<file path="config.mk">
export PLATFORM = sky130hd
export DESIGN_NAME = uart_cmd_frontend
export DESIGN_NICKNAME = d
export VERILOG_FILES = /design/src/rtl/uart_fifo_pkg.sv /design/src/rtl/fe_timer.sv /design/src/rtl/uart_cmd_frontend.sv
export SDC_FILE = /design/constraint.sdc
export NUM_CORES = 1
export LEC_CHECK = 0
export CORE_MARGIN = 3
export CORE_UTILIZATION = 35
export CTS_BUF_LIST = sky130_fd_sc_hd__clkbuf_2 sky130_fd_sc_hd__clkbuf_4 sky130_fd_sc_hd__clkbuf_8
export CTS_CLUSTER_DIAMETER = 200
export DETAILED_ROUTE_END_ITERATION = 10
export GPL_ROUTABILITY_DRIVEN = 0
export HOLD_SLACK_MARGIN = 0.03
export PLACE_DENSITY = 0.55
export RECOVER_POWER = 25
export SLEW_MARGIN = 5
export SYNTH_ARGS = -nofsm -noshare
export SYNTH_HDL_FRONTEND = slang
export SYNTH_HIERARCHICAL = 1
export SYNTH_SLANG_ARGS = --single-unit
</file>
<file path="constraint.sdc">
create_clock -name clk -period 2.8 [get_ports clk]
set_clock_uncertainty 0.1 [all_clocks]
set_input_delay 0.84 -clock clk [delete_from_list [all_inputs] [get_ports clk]]
set_output_delay 0.84 -clock clk [all_outputs]
set_load 0.02 [all_outputs]
</file>
<file path="src/rtl/uart_fifo_pkg.sv">
// Shared definitions between the UART command front end and the FIFO controller:
// command codes, default start-of-frame byte and the front-end state encoding.
package uart_fifo_pkg;

    localparam logic [7:0] CMD_NONE    = 8'h00;
    localparam logic [7:0] CMD_LOOP    = 8'h01;
    localparam logic [7:0] CMD_SD_INIT = 8'h02;
    localparam logic [7:0] CMD_SD_READ = 8'h03;

    localparam logic [7:0] SOF_DEFAULT = 8'hA5;

    typedef enum logic [2:0] {
        IDLE,
        GET_CMD,
        GET_LH,
        GET_LL,
        GET_CHK,
        ISSUE,
        RUN,
        DONE_ACK
    } fe_state_t;

    // Only the three command codes the controller understands are accepted.
    function automatic logic is_legal_cmd(input logic [7:0] code);
        return (code == CMD_LOOP) || (code == CMD_SD_INIT) || (code == CMD_SD_READ);
    endfunction

endpackage

</file>
<file path="src/rtl/fe_timer.sv">
// Loadable down-counter used for the inter-byte and command-issue timeouts.
// After a load of N-1 the expire flag rises on the N-th enabled cycle.
module fe_timer #(
    parameter int W = 16
) (
    input  logic         clk,
    input  logic         rst,
    input  logic         load,
    input  logic [W-1:0] load_val,
    input  logic         enable,
    output logic         expired
);

    logic [W-1:0] count;

    // Reload has priority; otherwise count down while enabled and park at zero.
    always_ff @(posedge clk) begin
        if (rst) begin
            count <= '0;
        end else if (load) begin
            count <= load_val;
        end else if (enable && (count != '0)) begin
            count <= count - W'(1);
        end
    end

    assign expired = enable && (count == '0);

endmodule

</file>
<file path="src/rtl/uart_cmd_frontend.sv">
// UART command front end: hunts for framed headers (SOF CMD LEN_H LEN_L CHK),
// issues the command to the FIFO controller and walks it through busy/done,
// releasing it with fe_done. Payload bytes during a command belong to the controller.
module uart_cmd_frontend
    import uart_fifo_pkg::*;
#(
    parameter logic [7:0] SOF      = SOF_DEFAULT,
    parameter int         BYTE_TO  = 50000,
    parameter int         ISSUE_TO = 1000,
    parameter int         CNT_W    = 16
) (
    input  logic             clk,
    input  logic             rst,
    input  logic [7:0]       rx_byte,
    input  logic             rx_valid,
    input  logic             fifo_busy,
    input  logic             fifo_done,
    output logic [7:0]       cmd,
    output logic [CNT_W-1:0] rx_cnt,
    output logic             fe_done,
    output logic             frame_err,
    output logic [7:0]       frame_cnt,
    output logic [7:0]       err_cnt
);

    localparam int BT_W = $clog2(BYTE_TO + 1);
    localparam int IT_W = $clog2(ISSUE_TO + 1);

    fe_state_t        state, state_d;
    logic [7:0]       cmd_byte, cmd_byte_d;
    logic [7:0]       len_h, len_h_d;
    logic [7:0]       len_l, len_l_d;
    logic [7:0]       cmd_d;
    logic [CNT_W-1:0] rx_cnt_d;
    logic             fe_done_d;
    logic [7:0]       frame_cnt_d;
    logic             err_hit;
    logic             byte_load, byte_en, byte_exp;
    logic             issue_load, issue_en, issue_exp;

    assign byte_en  = (state == GET_CMD) || (state == GET_LH) ||
                      (state == GET_LL)  || (state == GET_CHK);
    assign issue_en = (state == ISSUE);

    fe_timer #(.W(BT_W)) u_byte_timer (
        .clk      (clk),
        .rst      (rst),
        .load     (byte_load),
        .load_val (BT_W'(BYTE_TO - 1)),
        .enable   (byte_en),
        .expired  (byte_exp)
    );

    fe_timer #(.W(IT_W)) u_issue_timer (
        .clk      (clk),
        .rst      (rst),
        .load     (issue_load),
        .load_val (IT_W'(ISSUE_TO - 1)),
        .enable   (issue_en),
        .expired  (issue_exp)
    );

    // Next-state and next-output logic; an arriving byte always beats a timer expiry.
    always_comb begin
        state_d     = state;
        cmd_byte_d  = cmd_byte;
        len_h_d     = len_h;
        len_l_d     = len_l;
        cmd_d       = cmd;
        rx_cnt_d    = rx_cnt;
        fe_done_d   = fe_done;
        frame_cnt_d = frame_cnt;
        err_hit     = 1'b0;
        byte_load   = 1'b0;
        issue_load  = 1'b0;

        case (state)
            IDLE: begin
                if (rx_valid && (rx_byte == SOF)) begin
                    byte_load = 1'b1;
                    state_d   = GET_CMD;
                end
            end
            GET_CMD: begin
                if (rx_valid) begin
                    byte_load  = 1'b1;
                    cmd_byte_d = rx_byte;
                    state_d    = GET_LH;
                end else if (byte_exp) begin
                    err_hit = 1'b1;
                    state_d = IDLE;
                end
            end
            GET_LH: begin
                if (rx_valid) begin
                    byte_load = 1'b1;
                    len_h_d   = rx_byte;
                    state_d   = GET_LL;
                end else if (byte_exp) begin
                    err_hit = 1'b1;
                    state_d = IDLE;
                end
            end
            GET_LL: begin
                if (rx_valid) begin
                    byte_load = 1'b1;
                    len_l_d   = rx_byte;
                    state_d   = GET_CHK;
                end else if (byte_exp) begin
                    err_hit = 1'b1;
                    state_d = IDLE;
                end
            end
            GET_CHK: begin
                if (rx_valid) begin
                    if ((rx_byte != (cmd_byte ^ len_h ^ len_l)) || !is_legal_cmd(cmd_byte)) begin
                        err_hit = 1'b1;
                        state_d = IDLE;
                    end else begin
                        cmd_d      = cmd_byte;
                        rx_cnt_d   = CNT_W'({len_h, len_l});
                        issue_load = 1'b1;
                        state_d    = ISSUE;
                    end
                end else if (byte_exp) begin
                    err_hit = 1'b1;
                    state_d = IDLE;
                end
            end
            ISSUE: begin
                if (fifo_busy || fifo_done) begin
                    cmd_d       = CMD_NONE;
                    frame_cnt_d = frame_cnt + 8'd1;
                    state_d     = RUN;
                end else if (issue_exp) begin
                    cmd_d   = CMD_NONE;
                    err_hit = 1'b1;
                    state_d = IDLE;
                end
            end
            RUN: begin
                if (fifo_done) begin
                    fe_done_d = 1'b1;
                    state_d   = DONE_ACK;
                end
            end
            DONE_ACK: begin
                if (!fifo_busy) begin
                    fe_done_d = 1'b0;
                    state_d   = IDLE;
                end
            end
            default: begin
                cmd_d     = CMD_NONE;
                fe_done_d = 1'b0;
                state_d   = IDLE;
            end
        endcase
    end

    // State and registered outputs; the error pulse and saturating count move together.
    always_ff @(posedge clk) begin
        if (rst) begin
            state     <= IDLE;
            cmd_byte  <= 8'h00;
            len_h     <= 8'h00;
            len_l     <= 8'h00;
            cmd       <= CMD_NONE;
            rx_cnt    <= '0;
            fe_done   <= 1'b0;
            frame_err <= 1'b0;
            frame_cnt <= 8'h00;
            err_cnt   <= 8'h00;
        end else begin
            state     <= state_d;
            cmd_byte  <= cmd_byte_d;
            len_h     <= len_h_d;
            len_l     <= len_l_d;
            cmd       <= cmd_d;
            rx_cnt    <= rx_cnt_d;
            fe_done   <= fe_done_d;
            frame_err <= err_hit;
            frame_cnt <= frame_cnt_d;
            if (err_hit && (err_cnt != 8'hFF)) begin
                err_cnt <= err_cnt + 8'd1;
            end
        end
    end

endmodule

</file>
## After elaboration in Yosys (flattened, before gate mapping)

Index checks and enable logic that the tools add are counted.

| word-level totals | value |
|---|---|
| flip-flop bits (word level) | 95 |
| input port bits | 13 |
| output and inout port bits | 42 |
| logic and storage cells | 111 |

| cells by class | value |
|---|---|
| $add $sub $neg | 4 |
| eq/ne operators | 19 |
| multiplexer cells | 37 |
| bitwise logic cells | 3 |
| reduce and logical (&&, ||, !) cells | 34 |

Operators by type and width:

| cell | count |
|---|---|
| $mux W3 | 11 |
| $mux W16 | 2 |
| $mux W8 | 4 |
| $pmux W3 S8 | 1 |
| $mux W10 | 2 |
| $add A8 B1 Y8 const B | 2 |
| $eq A8 B2 Y1 const B | 2 |
| $logic_not A16 Y1 | 1 |
| $pmux W8 S2 | 1 |
| $reduce_bool A16 Y1 | 1 |
| $sub A16 B1 Y16 const B | 1 |
| $xor A8 B8 Y8 | 2 |
| $mux W1 | 13 |
| $eq A3 B3 Y1 const B | 4 |
| $logic_not A10 Y1 | 1 |
| $ne A2 B2 Y1 const B | 5 |
| $reduce_bool A10 Y1 | 1 |
| $sub A10 B1 Y10 const B | 1 |
| $eq A8 B1 Y1 const B | 1 |
| $eq A8 B8 Y1 const B | 1 |
| $ne A8 B8 Y1 | 1 |
| $ne A8 B8 Y1 const B | 1 |
| $reduce_and A2 Y1 | 4 |
| $reduce_and A4 Y1 | 2 |
| 14 further kinds | 32 |

## Depth between registers and ports, before layout

| logic depth | value |
|---|---|
| depth after elaboration | 9 |
| depth in mapped cells | 13 |
| mapped depth without buffers | 12 |

## Hierarchy

Netlist, hierarchy kept.

By module, submodules not included:

| module | instances | cells each | area each (um2) | seq. area each (um2) |
|---|---|---|---|---|
| uart_cmd_frontend | 1 | 384 | 3110.5 | 1381.3 |
| fe_timer (u_byte_timer) | 1 | 117 | 965.9 | 320.3 |
| fe_timer (u_issue_timer) | 1 | 72 | 616.8 | 200.2 |

## Worst setup path after synthesis

OpenSTA, ideal clock, no wires.

| timing path | value |
|---|---|
| kind | in2reg |
| start point | input port rx_valid |
| end point | register u_byte_timer.count[4] |
| library setup time | 0.128 ns |
| data arrival time | 2.579 ns |
| data required time | 2.572 ns |
| slack | -0.007 ns |
| stages on the path | 9 |
| path buffers | 2 |
| cells stage by stage | clkbuf_1 > nand4b_1 > nor4_1 > nand2_1 > a21oi_1 > clkinv_1 > clkbuf_1 > mux2i_1 > nor2_1 |

| between the ends | value |
|---|---|
| longest elaborated chain between the ends | 4 |
| elaborated cells on any way between the ends | 5 |
| those cells by class | mux: 3; reduce/logical: 2 |

RTL lines:

| element | line | source |
|---|---|---|
| start: declaration | uart_cmd_frontend.sv:15 | `input logic rx_valid,` |
| $logic_and A1 B1 Y1 | uart_cmd_frontend.sv:79 | `if (rx_valid && (rx_byte == SOF)) begin` |
| $mux W1 | uart_cmd_frontend.sv:79 |  |
| $pmux W1 S2 (*) | uart_cmd_frontend.sv:77 | `case (state)` |
| via byte_load | uart_cmd_frontend.sv:38 | `logic byte_load, byte_en, byte_exp;` |
| $reduce_or A2 Y1 (no source line) (*) | -- |  |
| end signal: assignment | fe_timer.sv:21 | `count <= load_val;` |
| end signal: assignment | fe_timer.sv:23 | `count <= count - W'(1);` |
| end: declaration | fe_timer.sv:14 | `logic [W-1:0] count;` |

Mark *: on every way through the listed nets, which the timed path passes. The rest lies on a longest branch.
A chain may end at the register's enable or synchronous reset.

## Worst setup path after layout

| timing path | value |
|---|---|
| start point | input port rx_byte[3] |
| end point | register err_cnt[3] |

| between the ends | value |
|---|---|
| longest elaborated chain between the ends | 6 |

RTL lines:

| element | line | source |
|---|---|---|
| start: declaration | uart_cmd_frontend.sv:14 | `input logic [7:0] rx_byte,` |
| $ne A8 B8 Y1 | uart_cmd_frontend.sv:116 | `if ((rx_byte != (cmd_byte ^ len_h ^ len_l)) \|\| !is_legal_cmd(cmd_byte)) begin` |
| $logic_or A1 B1 Y1 | uart_cmd_frontend.sv:116 |  |
| $mux W1 | uart_cmd_frontend.sv:116 |  |
| $mux W1 | uart_cmd_frontend.sv:115 | `if (rx_valid) begin` |
| $pmux W1 S3 | uart_cmd_frontend.sv:77 |  |
| $logic_and A1 B1 Y1 | uart_cmd_frontend.sv:184 | `if (err_hit && (err_cnt != 8'hFF)) begin` |
| end signal: assignment | uart_cmd_frontend.sv:185 | `err_cnt <= err_cnt + 8'd1;` |
| end: declaration | uart_cmd_frontend.sv:23 | `output logic [7:0] err_cnt` |

Every way passes these cells.

==> impl_results.md <==
- Global Route met1 Usage: 0.231
- I/O pin cnt: 55
- Hold WC Path Type: flip-flop to flip-flop
- CP Buf/Inv Count: 2
- Starting Density: 0.364
- Post-synthesis cell count: 573
- Mean Syn Cell Area: 8.19 sq um
- Via density: 4.83
- Critical path peak fanout: 11
- Setup crit start kind: primary input
- Post-route setup slack: 0.116 ns
- Placed Cells incl. Taps: 839
- Nets: 696
- CTS Buffer Depth: 2
- Main combinational cell family by area after synthesis: simple AND/OR/NAND/NOR gates
- Fin crit share: 0.959
- RSZ-0062 raised after global routing: no
- Library cells used by synthesis: 70
- Cell mode on critical path: xnor2_1
- Cell type with the largest total area after synthesis: dfxtp_1
- Slew margin rel.: 0.439
- Crit path max-delay family: simple AND/OR/NAND/NOR gates
- Y dimension of the die: 122 um
- Setup-failing EPs final: 0
- Rows: 41
- Yosys reg bits: 95
- DR vias: 4133
- Synthesized area: 4690 sq um
- Die ar.: 14800 sq um
- Post-route ant nets: 0
- Width of the die: 122 um
- Clock sink total: 95
- Max-Cap Viols: 0
- Share of cells above drive strength 1: 0.164
- Root cell of the clock tree: clkbuf_8
- Static Leakage: 2.12 nW
- CP required: 3.03 ns
- Gr ovfl total: 0
- Clock Latency Late Sink: 0.38 ns
- Largest incremental delay on the critical path: 0.46 ns
- Cells along the critical path: clkdlybuf4s50_1 > xnor2_1 > xnor2_1 > nor4_4 > a31oi_2 > o21ai_1 > buf_4 > or4_1 > nand2_1
- Peak VDD IR: 0.227 mV
- Max Clk Rate: 373 MHz
- Largest net degree at the start of global routing: 41
- GRT Total Usage: 0.162
- Hold Vio Cnt, Final: 0
- Yosys top cell area share: 0.405
- Synth warn: 6
- N_diodes: 0
- DRT Pass-1 Iters: 4
- First-pass GRT wire length: 19400 um
- Register area share after synthesis: 0.405
- HPWL Detailed: 8330 um
- Worst-Margin Slew: 0.841 ns
- Met2 usage: 0.242
- Fin crit period: 2.68 ns
- Worst Setup End Kind: flip-flop
- Status: complete, no violations
- CTS tree: built
- Top_reg_cell synth: dfxtp_1
- Initial DRC count: 190
- IO buf count: 54
- Initial antenna violation count: 0
- Layout Cells excl Fill: 856
- Compound-gate portion of the synthesized area: 0.178
- Cts hold-fix bufs: 0
- Slowest CP cell: or4_1
- EDFF count, synth: 0
- Core Area: 12900 sq um
- Pwr Density: 390 nW/um^2
- Layout Utilization: 0.467
- Post-route setup TNS: 0 ns
- Clock H-tree levels: 3
- Clock-pin slew of the registers on the worst-case setup and hold paths: 0.11 ns
- Synth Area in Adders: 0.0107
- Grt met3 use: 0.0274
- Max-slew violations: 0
- GRT busiest layer: met2
- Area added between synthesis and finish: 28.2%
- DRC Markers: 0
- Synth top cells by count: 96 x nand2_1, 95 x dfxtp_1, 53 x a21oi_1, 49 x nor2_1, 31 x xnor2_1
- Post-Synth XOR/XNOR Area: 0.0802
- Count leader, synth: nand2_1
- Post-Synth Simple-Gate Area: 0.269
- Cts bufs inserted: 9
- WP data arrival: 2.91 ns
- Critical path class: primary input to flip-flop
- Mux share of post-synthesis cell area: 0.0107
- # fillers: 1297
- Synth area leaders: dfxtp_1 41%, nand2_1 7.7%, xnor2_1 5.8%, a21oi_1 5.7%, nor2_1 3.9%
- Vias in the first global route: 3969
- Routed WL: 11500 um
- FFs w/ async S/R, synth: 0
- Routed len/inst: 13.4 um
- Setup slack at placement: -0.416 ns
## layout make-up
type | instances | area (sq um) | area share
clock buffers | 11 | 139 | 0.0231
clock inverters | 5 | 43.8 | 0.00728
inverters | 17 | 63.8 | 0.0106
multi-input cells | 456 | 2740 | 0.455
flip-flops and latches | 95 | 1900 | 0.316
well taps | 172 | 215 | 0.0358
repair buffers | 100 | 916 | 0.152
## cell families after synthesis
family | Yosys count
fa+ha+maj | 4
other cells | 2
buf+inv | 46
mux | 5
flops | 95
compound gates | 129
xor+xnor | 43
simple gates | 249
## worst reg2reg max path, cell delays in order, from the launching register on
cell	delay, ns
dfxtp_1	0.36
nor4_1	0.34
buf_4	0.18
nand3_1	0.08
nor3_1	0.30
nand3b_1	0.15
o21ai_1	0.14
o21ai_1	0.09
buf_4	0.17
or4_1	0.46
nand2_1	0.08
## through the flow
stage | hold WS [ns] | instance area (sq um) | power (mW)
6_report | 0.355 | 6010 | 2.35
5_1_grt | 0.374 | 6010 | 2.45
4_1_cts | 0.360 | 5950 | 2.39
3_5_place_dp | 0.342 | 5770 | 1.52
3_3_place_gp | 0.340 | 5770 | 1.52
2_1_floorplan | 0.331 | 4790 | 1.46
## sequential cells by signal, indices dropped and copies added, names as in the netlist
register	cells
rx_cnt	16
u_issue_timer/count	10
frame_err	1
fe_done	1
len_h	8
frame_cnt	8
len_l	8
cmd_byte	8
state	3
err_cnt	8
u_byte_timer/count	16
cmd	8
## cell usage in the layout, fill, tap and decap left out, types with 4 or more instances in the layout
cell type        count
a211oi_1            17
a21oi_1             51
a21oi_2             12
and2_1               7
and3_1               4
buf_4               39
clkbuf_8             9
clkdlybuf4s50_1     48
conb_1              26
dfxtp_1             95
ha_1                 4
inv_1               16
mux2i_1              5
nand2_1             96
nand2_2             11
nand3_1             13
nor2_1              46
nor3_1              13
o21ai_0             20
or3_1                5
or4_1                5
xnor2_1             30
xor2_1              12
## power by group
group          switching [mW]  internal (mW)
clock network           0.508          0.353
logic                  0.0776         0.0546
registers             0.00218           1.35
total                   0.588           1.76
## per-layer routing
layer | vias up | wire length [um]
li1 | 2160 | -
met3 | 17 | 424
met5 | - | 0
met4 | 0 | 238
met1 | 1878 | 5910
met2 | 78 | 4890
## final timing paths
check,start,endpoint,slack [ns],depth (start not counted)
min reg2reg,rx_cnt[10]$_SDFFE_PP0P_,rx_cnt[10]$_SDFFE_PP0P_,0.36,2
min,rx_cnt[10]$_SDFFE_PP0P_,rx_cnt[10]$_SDFFE_PP0P_,0.36,2
max,rx_byte[3],err_cnt[3]$_SDFFE_PP0P_,0.12,9
max reg2reg,u_byte_timer/count[5]$_SDFFE_PP0P_,err_cnt[3]$_SDFFE_PP0P_,0.33,10
## what timing repair did
action                                  in CTS  in global routing
setup buffers                                0                  1
resized for setup                            0                 16
endpoints found under the setup margin       2                 41
pin swaps                                    1                  3
Power figures use the tool's default switching activity.
